**src/rtl/iob_csrs_demo_core.sv**
```systemverilog
// Demo CSR block on an IOb native slave: CTRL, SCRATCH, gated counter, STATUS, VERSION.
// Reads return data the cycle after acceptance; ready drops while a read response is held unconsumed.
module iob_csrs_demo_core #(
  parameter int          ADDR_W  = 5,
  parameter int          DATA_W  = 32,
  parameter logic [31:0] VERSION = 32'h0000_0081
) (
  input  logic              clk_i,
  input  logic              cke_i,
  input  logic              arst_i,
  input  logic              iob_csrs_iob_valid_i,
  input  logic [ADDR_W-3:0] iob_csrs_iob_addr_i,
  input  logic [DATA_W-1:0] iob_csrs_iob_wdata_i,
  input  logic [DATA_W/8-1:0] iob_csrs_iob_wstrb_i,
  output logic              iob_csrs_iob_rvalid_o,
  output logic [DATA_W-1:0] iob_csrs_iob_rdata_o,
  output logic              iob_csrs_iob_ready_o,
  input  logic              iob_csrs_iob_rready_i
);

  localparam int AW = ADDR_W - 2;
  localparam int SW = DATA_W / 8;

  localparam logic [AW-1:0] A_CTRL    = AW'(0);
  localparam logic [AW-1:0] A_SCRATCH = AW'(1);
  localparam logic [AW-1:0] A_CNT     = AW'(2);
  localparam logic [AW-1:0] A_STATUS  = AW'(3);
  localparam logic [AW-1:0] A_VERSION = AW'(4);

  logic              cnt_en;
  logic [DATA_W-1:2] ctrl_hi;
  logic              clr_pend;
  logic [DATA_W-1:0] scratch;
  logic [DATA_W-1:0] cnt;
  logic              ovf;
  logic              rvalid;
  logic [DATA_W-1:0] rdata;

  logic              accept;
  logic              wr_en;
  logic              rd_en;
  logic [DATA_W-1:0] ctrl_rd;
  logic [DATA_W-1:0] status_rd;
  logic [DATA_W-1:0] rd_mux;
  logic [DATA_W-1:0] ctrl_wr;
  logic [DATA_W-1:0] scratch_wr;

  function automatic logic [DATA_W-1:0] merge(input logic [DATA_W-1:0] old_v,
                                              input logic [DATA_W-1:0] new_v,
                                              input logic [SW-1:0]     strb);
    logic [DATA_W-1:0] r;
    r = old_v;
    for (int k = 0; k < SW; k++) begin
      if (strb[k]) r[8*k +: 8] = new_v[8*k +: 8];
    end
    return r;
  endfunction

  assign iob_csrs_iob_ready_o  = ~rvalid | iob_csrs_iob_rready_i;
  assign iob_csrs_iob_rvalid_o = rvalid;
  assign iob_csrs_iob_rdata_o  = rdata;

  assign accept = iob_csrs_iob_valid_i & iob_csrs_iob_ready_o & cke_i;
  assign wr_en  = accept & (|iob_csrs_iob_wstrb_i);
  assign rd_en  = accept & ~(|iob_csrs_iob_wstrb_i);

  // The clear bit is never stored, so it always reads back as 0.
  assign ctrl_rd    = {ctrl_hi, 1'b0, cnt_en};
  assign status_rd  = {{(DATA_W-3){1'b0}}, ovf, (cnt == '0), cnt_en};
  assign ctrl_wr    = merge(ctrl_rd, iob_csrs_iob_wdata_i, iob_csrs_iob_wstrb_i);
  assign scratch_wr = merge(scratch, iob_csrs_iob_wdata_i, iob_csrs_iob_wstrb_i);

  always_comb begin
    rd_mux = '0;
    case (iob_csrs_iob_addr_i)
      A_CTRL:    rd_mux = ctrl_rd;
      A_SCRATCH: rd_mux = scratch;
      A_CNT:     rd_mux = cnt;
      A_STATUS:  rd_mux = status_rd;
      A_VERSION: rd_mux = VERSION;
      default:   rd_mux = '0;
    endcase
  end

  always_ff @(posedge clk_i or negedge arst_i) begin
    if (!arst_i) begin
      cnt_en   <= 1'b0;
      ctrl_hi  <= '0;
      clr_pend <= 1'b0;
      scratch  <= '0;
    end else if (cke_i) begin
      clr_pend <= 1'b0;
      if (wr_en && iob_csrs_iob_addr_i == A_CTRL) begin
        cnt_en   <= ctrl_wr[0];
        ctrl_hi  <= ctrl_wr[DATA_W-1:2];
        clr_pend <= iob_csrs_iob_wstrb_i[0] & iob_csrs_iob_wdata_i[1];
      end
      if (wr_en && iob_csrs_iob_addr_i == A_SCRATCH) begin
        scratch <= scratch_wr;
      end
    end
  end

  // A pending clear takes priority over the increment on the same edge.
  always_ff @(posedge clk_i or negedge arst_i) begin
    if (!arst_i) begin
      cnt <= '0;
      ovf <= 1'b0;
    end else if (cke_i) begin
      if (clr_pend) begin
        cnt <= '0;
        ovf <= 1'b0;
      end else if (cnt_en) begin
        cnt <= cnt + 1'b1;
        if (&cnt) ovf <= 1'b1;
      end
    end
  end

  always_ff @(posedge clk_i or negedge arst_i) begin
    if (!arst_i) begin
      rvalid <= 1'b0;
      rdata  <= '0;
    end else if (rd_en) begin
      rvalid <= 1'b1;
      rdata  <= rd_mux;
    end else if (cke_i && iob_csrs_iob_rready_i) begin
      rvalid <= 1'b0;
    end
  end

endmodule

```
**config.mk**
```make
export PLATFORM = sky130hd
export DESIGN_NAME = iob_csrs_demo_core
export DESIGN_NICKNAME = d
export VERILOG_FILES = /design/src/rtl/iob_csrs_demo_core.sv
export SDC_FILE = /design/constraint.sdc
export NUM_CORES = 1
export LEC_CHECK = 0
export BUFFER_PORTS_ARGS = -buffer_cell sky130_fd_sc_hd__buf_2
export CAP_MARGIN = 20
export CORE_MARGIN = 5
export CORE_UTILIZATION = 58
export DETAILED_ROUTE_END_ITERATION = 12
export GPL_TIMING_DRIVEN = 0
export PLACE_DENSITY = 0.8
export SYNTH_ARGS = -nofsm -noshare
export SYNTH_HDL_FRONTEND = slang
export SYNTH_SLANG_ARGS = --single-unit
```
**constraint.sdc**
```tcl
create_clock -name clk_i -period 2.9 [get_ports clk_i]
set_clock_uncertainty 0.2 [all_clocks]
set_input_delay 0.29 -clock clk_i [delete_from_list [all_inputs] [get_ports clk_i]]
set_output_delay 0.29 -clock clk_i [all_outputs]
set_load 0.02 [all_outputs]
```
==> results of run 1 <==
## worst register-to-register path, delay by kind of cell (launching register included)
| kind | cells | cell delay [ns] |
|---|---|---|
| AO/OA/AOI/OAI | 1 | 0.15 |
| AND/OR/NAND/NOR | 3 | 1.21 |
| buffers and inverters | 2 | 0.64 |
| flip-flops | 1 | 0.32 |
## flip-flops by register name (all words and copies together), names as in the netlist
name / flops
ctrl_hi: 30
cnt: 32
cnt_en: 1
iob_csrs_iob_rdata_o: 32
clr_pend: 1
ovf: 1
scratch: 32
iob_csrs_iob_rvalid_o: 1
## timing repair
action	in CTS	in global routing
hold buffers	35	0
gates resized for setup	0	0
buffers inserted	0	0
endpoints found under the hold margin	195	0
## per-stage QoR
step / setup TNS (ns) / instances / setup WS, ns / util / power [mW]
after floorplan: 0 / 543 / 0.7365 / - / 2.548
after global placement: -36.92 / 754 / -0.2899 / 0.6454 / 2.719
after detailed placement: 0 / 755 / 0.3058 / 0.6486 / 2.768
after CTS: 0 / 818 / 0.3314 / 0.7354 / 4.810
after global routing: 0 / 818 / 0.1783 / 0.7354 / 5.013
final: 0 / 818 / 0.2809 / 0.7354 / 4.806
## cells in the mapped netlist (all sizes together), types with 3 or more instances
library cell  instances
dfrtp               130
mux2                 64
nand2                56
o21ai                45
a22o                 29
mux2i                28
clkbuf               25
a21oi                22
nor4                 14
inv                  13
or4                  13
nand3                11
nand4                11
nor2                 11
or3                  11
o31ai                10
buf                   6
and4                  5
xnor2                 5
a22oi                 3
and2                  3
nor2b                 3
nor3                  3
## cell families (layout without fill, tap and decap cells)
logic type / count (synthesis) / count (layout)
compound gates: 119 / 119
flops: 130 / 130
fa+ha+maj: 2 / 2
buf+inv: 44 / 183
mux: 93 / 93
xor+xnor: 7 / 7
simple gates: 148 / 148
## power by group
part	total [mW]	switching, mW	internal (mW)
sequential	2.18	0.148	2.04
clock	2.02	0.753	1.27
combinational	0.602	0.290	0.313
## layout make-up
type / count / area share
Buffer: 31 / 0.01681
Timing Repair Buffer: 111 / 0.1000
Clock inverter: 6 / 0.01088
Clock buffer: 22 / 0.06098
Sequential cell: 130 / 0.4285
Multi-Input combinational cell: 369 / 0.3540
Tap cell: 136 / 0.02241
Inverter: 13 / 0.006427
## routing by layer
metal | global-route usage | wire, µm | vias up | share of wire
met3 | 0.06203 | 944 | 41 | 0.058
met1 | 0.3460 | 6837 | 2537 | 0.42
met4 | 0.1138 | 459 | 0 | 0.028
li1 | - | - | 2265 | -
met5 | 0 | 0 | - | 0
met2 | 0.4277 | 7975 | 221 | 0.49
## how the worst max path moves through the flow
stage / end / start / cells past startpoint
finish: iob_csrs_iob_rdata_o[20] / iob_csrs_iob_wstrb_i[0] / 8
detailed placement: iob_csrs_iob_rdata_o[20] / cke_i / 7
global route: cnt[13] / cnt[7] / 6
floorplan: cnt[28] / cnt[0] / 6
CTS: iob_csrs_iob_rdata_o[20] / iob_csrs_iob_wstrb_i[0] / 8
global placement: iob_csrs_iob_rdata_o[23] / arst_i / 1
==> reports/results.ini, run 1 <==
[synthesis]
synth_compound_area_frac = 0.1282
synth_top_family_by_area = multiplexers
synth_top_area_share = 0.5318
synth_edf_count = 0
synth_top_area_cell = dfrtp_1
synth_seq_cells = 130
synthAdderAreaFrac = 0.004091
synth_cell_types = 44
synthXorXnorAreaFrac = 0.01002
postSynthCellCount = 543
synthMuxAreaShare = 0.1673
yosysWarnings = 0
seq_area_frac_synth = 0.5318
synth.avg_cell_area_um2 = 11.27
netlist_area_um2 = 6117
synthArstFlopShare = 1.000
synth_nets = 589
yosys-top-cells-area = dfrtp_1, mux2_2, mux2i_1
yosys.area_share.simple = 0.1297
synth_ff_type = dfrtp_1

[clock_tree]
clock-root-buffer = clkbuf_8
cts_tree = done
clk_latency_ns = 0.53
cts.reportedPaths.clkPinSlew_ns = 0.06
cts_buffer_depth = 2
cts_buffers = 17
htreeDepth = 4
clkSinkCount = 130

[critical_path]
cp_top_family = buffers and inverters
crit_type = input port to flip-flop
r2r_slack_ns = 0.30
arrival_ns = 2.88
slowest_delay_ns = 0.55
critical_path_required_ns = 3.16
path_buf_inv = 4
crit_path_end_kind = flip-flop
slowest_stage = dlygate4sd3_1
reg2reg_from = cnt[7]
crit_chain = dlygate4sd3_1 > buf_2 > nor4_1 > nand4_1 > nor2_1 > clkbuf_1 > clkbuf_1 > a22o_1
r2r_cells = 6
cp_common_cell = clkbuf_1
r2r_end = cnt[19]
path_max_fanout = 10
crit_path_start_kind = input port

[flow_run]
maxCapViolCount = 0

[finish]
drive_gt1_frac = 0.2595
seq_area_um2 = 3253
final_cell_mix = dfrtp_1, buf_2, mux2_2, nand2_1, o21ai_0
multi_input_area_um2 = 2688
final_nets = 719
synthToLayoutAreaGrowth_pct = 24.12
antenna_cells = 0
fillers = 716
final_area_um2 = 7592
mostFrequentLayoutCell = dfrtp_1

[sta]
final-setup-viol-count = 0
fin_crit_ns = 2.619
drv_slew = 0
max_slew_margin = 0.4614
fin_crit_sh = 0.9032
whs_ns = 0.04857
final_hold_viol_count = 0
fmax_mhz = 381.8
worst_slew_pin_slew_ns = 0.8079
rsz0062_at_grt = false

[floorplanning]
initial_core_util = 0.5925
die_width_um = 112.7
die_area_um2 = 12700
coreArea_um2 = 10320
num_rows = 37
die_h_um = 112.7
ioPinCount = 78

[global_route]
track_usage = 0.2655
grt_pass1_vias = 5271
grt_overflow_total = 0
grt_pass1_wl_um = 26920
grt_max_degree = 93
antenna_found_initial = 0

[routing]
post_drt_via_cell_ratio = 6.191
wl_per_cell_um = 19.82
drt-total-wl_um = 16220
dr.pass1.iters = 5
antenna_left = 0
drt-initial-drc-count = 507
num_vias = 5064
drc = 0

[placement]
hpwlAfterDp_um = 10670
place_congestion = 0.9297
dpl_cell_area_um2 = 6696
portBuffers = 75

[power_and_ir_drop]
peakVddDrop_uv = 433.7
power.density_nw_per_um2 = 633.0
p_leak_nw = 3.521

[run_status]
status = complete, no violations

[min_path]
hold_path.class = input port to async pin

No activity file was read; power rests on OpenSTA's default activity.
==> run 2, diff against run 1 <==
--- a/config.mk
+++ b/config.mk
@@ -8,9 +8,11 @@
 export BUFFER_PORTS_ARGS = -buffer_cell sky130_fd_sc_hd__buf_2
 export CAP_MARGIN = 20
+export CELL_PAD_IN_SITES_DETAIL_PLACEMENT = 1
+export CELL_PAD_IN_SITES_GLOBAL_PLACEMENT = 1
 export CORE_MARGIN = 5
-export CORE_UTILIZATION = 58
+export CORE_UTILIZATION = 46
 export DETAILED_ROUTE_END_ITERATION = 12
 export GPL_TIMING_DRIVEN = 0
-export PLACE_DENSITY = 0.8
+export PLACE_DENSITY_LB_ADDON = 0.1
 export SYNTH_ARGS = -nofsm -noshare
 export SYNTH_HDL_FRONTEND = slang
==> constraint.sdc (replaced) <==
create_clock -name clk_i -period 2.9 [get_ports clk_i]
set_clock_uncertainty 0.2 [all_clocks]
set_input_delay 0.145 -clock clk_i [delete_from_list [all_inputs] [get_ports clk_i]]
set_output_delay 0.145 -clock clk_i [all_outputs]
set_load 0.02 [all_outputs]
==> reports/results.ini, run 2 (synthesis gave the netlist of run 1 again) <==
[finish]
utilization = 0.5809
multi_input_area_um2 = 2688
final_area_um2 = 7631
fillers = 1444
seq_area_um2 = 3253
final_cell_mix = dfrtp_1, buf_2, mux2_2, nand2_1, o21ai_0
drive_gt1_frac = 0.2566
final_nets = 719
synthToLayoutAreaGrowth_pct = 24.75
antenna_cells = 0
mostFrequentLayoutCell = dfrtp_1

[power_and_ir_drop]
peakVddDrop_uv = 321.1
p_leak_nw = 3.519
sw_frac_of_total = 0.2533
switching_power_mw = 1.209
intPower_mw = 3.564
clkPwrFrac = 0.414
power.density_nw_per_um2 = 625.5
p_seq_frac = 0.457
p_comb_frac = 0.128

[run_status]
status = complete, no violations

[critical_path]
path_max_fanout = 10
cp_top_family = simple AND/OR/NAND/NOR gates
crit_path_end_kind = flip-flop
path_buf_inv = 2
crit_type = flip-flop to flip-flop
slowest_stage = or4_4
crit_path_start_kind = flip-flop
crit_chain = ha_1 > nand3_1 > or4_4 > buf_6 > clkbuf_1 > o31ai_1 > a21oi_1
slowest_delay_ns = 0.50
critical_path_required_ns = 2.98
arrival_ns = 2.69

[sta]
fin_crit_sh = 0.8992
final_hold_viol_count = 0
drv_slew = 0
max_slew_margin = 0.4697
fmax_mhz = 383.5
rsz0062_at_grt = false
final-setup-viol-count = 0
fin_crit_ns = 2.608
fin_ws_ns = 0.2924
worst_slew_pin_slew_ns = 0.7954

[floorplanning]
num_rows = 42
initial_core_util = 0.4656
ioPinCount = 78
die_width_um = 125.3
die_area_um2 = 15700
die_h_um = 125.3
coreArea_um2 = 13140

[placement]
place_congestion = 0.8210
place_ws_ns = 0.2434
portBuffers = 75
hpwlAfterDp_um = 11920
dpl_cell_area_um2 = 6746

[clock_tree]
cts_tree = done
cts_buffers = 17
cts.reportedPaths.clkPinSlew_ns = 0.05
htreeDepth = 4
clock-root-buffer = clkbuf_16
clk_latency_ns = 0.42
cts_buffer_depth = 2
clkSinkCount = 130

[global_route]
use_met1 = 0.2986
grt_pass1_wl_um = 29010
track_usage = 0.2340
globalRoute.busiestLayer = met2
use_met2 = 0.3948
grt_max_degree = 67
use_met3 = 0.04819
antenna_found_initial = 0
grt_pass1_vias = 5415
grt_overflow_total = 0

[routing]
dr.pass1.iters = 4
drt-initial-drc-count = 236
antenna_left = 0
num_vias = 4877
wl_per_cell_um = 20.24
post_drt_via_cell_ratio = 5.658
drc = 0
drt-total-wl_um = 17450

[flow_run]
maxCapViolCount = 0

[min_path]
hold_path.class = input port to flip-flop

## run 2: cell count changes in the layout (fill, tap and decap cells not counted), sizes merged
cell      before  now
clkinv         3    5
clkinvlp       1    0
bufinv         2    1
clkbuf        47   51
## run 2: layout make-up
type / count / area share
multi-input combinational: 369 / 0.3522
inverter: 13 / 0.006394
sequential: 130 / 0.4263
buffer: 31 / 0.01672
clock buffer: 26 / 0.06280
clock inverter: 6 / 0.007214
tap: 176 / 0.02886
timing repair buffer: 111 / 0.09952
## run 2: routing by layer
layer / wire length [µm] / vias to the layer above
met4: 411 / 0
met2: 8849 / 101
met3: 674 / 28
met5: 0 / -
li1: - / 2266
met1: 7511 / 2482
## run 2: worst paths after layout
| check | from | end | depth (start not counted) | slack [ns] |
|---|---|---|---|---|
| min | iob_csrs_iob_valid_i | clr_pend | 5 | 0.04 |
| min in group asynchronous | arst_i | iob_csrs_iob_rdata_o[3] | 2 | 0.09 |
| max in group asynchronous | arst_i | scratch[20] | 3 | 1.67 |
| max | cnt[0] | cnt[20] | 7 | 0.29 |
| max reg2reg | cnt[0] | cnt[20] | 7 | 0.29 |
| min reg2reg | iob_csrs_iob_rdata_o[7] | iob_csrs_iob_rdata_o[7] | 2 | 0.28 |
## run 2: repair_timing
| action | in CTS | in global routing |
|---|---|---|
| buffers inserted | 0 | 0 |
| resized for setup | 0 | 0 |
| hold endpoints to repair | 130 | 0 |
| hold buffers | 35 | 0 |
## run 2: per-stage QoR
| stage | hold WS (ns) | total power, mW | TNS, ns | std cells |
|---|---|---|---|---|
| 3_3_place_gp | 0.1906 | 2.736 | -31.15 | 794 |
| 5_1_grt | 0.04177 | 4.992 | 0 | 862 |
| 6_report | 0.03887 | 4.774 | 0 | 862 |
| 4_1_cts | 0.02065 | 4.817 | 0 | 862 |
| 3_5_place_dp | -0.006770 | 2.785 | 0 | 795 |
| 2_1_floorplan | -0.3506 | 2.548 | 0 | 543 |
## run 2: worst register-to-register path, stage by stage (launching register included)
cell      delay [ns]
dfrtp_1         0.46
ha_1            0.26
nand3_1         0.16
or4_4           0.50
buf_6           0.17
clkbuf_1        0.27
o31ai_1         0.35
a21oi_1         0.09
## run 2: power groups by stage
stage	Combinational (mW)	Sequential (mW)	Clock, mW
after floorplan	0.353	2.20	0
after global placement	0.542	2.19	0
after detailed placement	0.577	2.21	0
after CTS	0.622	2.18	2.01
after global routing	0.685	2.21	2.10
final	0.613	2.18	1.98
==> run 3, diff against run 2 <==
Settings changed: CORE_UTILIZATION 46 to 48, CTS_BUF_LIST set to sky130_fd_sc_hd__clkbuf_4 sky130_fd_sc_hd__clkbuf_8.
==> reports/results.ini, run 3 (synthesis gave the netlist of run 1 again) <==
[sta]
fin_crit_ns = 2.634
final-setup-viol-count = 0
drv_slew = 0
fin_crit_sh = 0.9082
max_slew_margin = 0.4704
fmax_mhz = 379.7
rsz0062_at_grt = false
worst_slew_pin_slew_ns = 0.7943
final_hold_viol_count = 0

[power_and_ir_drop]
p_seq_frac = 0.489
sw_frac_of_total = 0.2566
switching_power_mw = 1.144
p_comb_frac = 0.138
power.density_nw_per_um2 = 592.0
intPower_mw = 3.313
p_leak_nw = 3.479
finalPower_mw = 4.457
clkPwrFrac = 0.373
peakVddDrop_uv = 332.7

[critical_path]
crit_path_start_kind = input port
path_max_fanout = 10
crit_path_end_kind = flip-flop
critical_path_required_ns = 3.08
arrival_ns = 2.82
crit_type = input port to flip-flop

[finish]
final_area_um2 = 7530
fillers = 1335
final_nets = 721
drive_gt1_frac = 0.2628
synthToLayoutAreaGrowth_pct = 23.09
mostFrequentLayoutCell = dfrtp_1
antenna_cells = 0
final_cell_mix = dfrtp_1, buf_2, mux2_2, nand2_1, o21ai_0

[global_route]
use_met3 = 0.05261
grt_max_degree = 69
use_met1 = 0.3242
track_usage = 0.2517
grt_pass1_vias = 5342
antenna_found_initial = 0
use_met2 = 0.4291
grt_pass1_wl_um = 28900
grt_overflow_total = 0
globalRoute.busiestLayer = met2

[clock_tree]
cts_tree = done
clock-root-buffer = clkbuf_8
cts_resized = 0
htreeDepth = 4
cts.reportedPaths.clkPinSlew_ns = 0.07
cts_buffers = 17
cts_buffer_depth = 2
post_cts_buffers = 0
clk_latency_ns = 0.45
clkSinkCount = 130
ctsHoldBuffers = 37

[floorplanning]
die_h_um = 122.9
num_rows = 41
coreArea_um2 = 12570
ioPinCount = 78
die_area_um2 = 15100
die_width_um = 122.9
initial_core_util = 0.4867

[routing]
drt-total-wl_um = 17520
dr.pass1.iters = 4
antenna_left = 0
wl_per_cell_um = 20.44
post_drt_via_cell_ratio = 5.764
num_vias = 4940
drc = 0
drt-initial-drc-count = 331

[flow_run]
maxCapViolCount = 0

[placement]
portBuffers = 75
place_congestion = 0.8243
hpwlAfterDp_um = 12100
dpl_cell_area_um2 = 6741

[min_path]
hold_path.class = input port to async pin

[run_status]
status = complete, no violations

run 3: cell types whose count changed in the layout (fill, tap and decap cells not counted), sizes merged:
| cell | delta |
|---|---|
| clkinv | -3 |
| bufinv | +2 |
| dlygate4sd3 | +2 |
| clkbuf | -2 |
run 3: path summary, 6_finish.rpt:
path                                          start                        to  slack (ns)  depth (start not counted)
setup / recovery                              cke_i  iob_csrs_iob_rdata_o[21]        0.27                          8
hold / removal                               arst_i                scratch[3]        0.04                          2
setup reg to reg                             cnt[7]                   cnt[19]        0.29                          6
hold reg to reg            iob_csrs_iob_rdata_o[10]  iob_csrs_iob_rdata_o[10]        0.30                          1
max in group asynchronous                    arst_i               ctrl_hi[18]        1.72                          3
min in group clk_i           iob_csrs_iob_addr_i[2]   iob_csrs_iob_rdata_o[1]        0.11                          3
run 3: routing by layer:
metal	up-vias	part of all wire
met5	-	0
met4	0	0.018
met3	25	0.045
met2	101	0.50
met1	2548	0.43
li1	2266	-
run 3: critical path: stages:
cell,delay (ns)
dlygate4sd3_1,0.52
buf_2,0.17
clkbuf_1,0.36
nand4_1,0.22
nor2_1,0.17
clkbuf_1,0.53
clkbuf_1,0.47
a22o_1,0.21
run 3: final cells by class:
type	instances	area (µm²)	area share
plain buffers	31	127.6	0.01695
clock buffers	24	317.8	0.04221
clock inverters	5	100.1	0.01329
inverters	13	48.80	0.006481
multi-input cells	369	2688	0.3569
flip-flops and latches	130	3253	0.4320
well taps	172	215.2	0.02858
repair buffers	113	779.5	0.1035
run 3: through the flow:
| stage | instances | TNS, ns | util | worst slack, ns | hold slack [ns] |
|---|---|---|---|---|---|
| floorplan | 543 | 0 | - | 0.7365 | -0.3506 |
| global placement | 790 | -30.86 | 0.5337 | -0.2469 | 0.1922 |
| detailed placement | 791 | 0 | 0.5364 | 0.3237 | -0.02559 |
| CTS | 857 | 0 | 0.5991 | 0.2488 | 0.05363 |
| global route | 857 | 0 | 0.5991 | 0.1686 | 0.06502 |
| finish | 857 | 0 | 0.5991 | 0.2661 | 0.03603 |
run 3: power groups by stage:
stage | combinational [mW] | clock (mW) | sequential, mW
CTS | 0.622 | 1.70 | 2.18
floorplan | 0.353 | 0 | 2.20
detailed placement | 0.576 | 0 | 2.21
finish | 0.613 | 1.66 | 2.18
global route | 0.685 | 1.79 | 2.21
global placement | 0.540 | 0 | 2.20
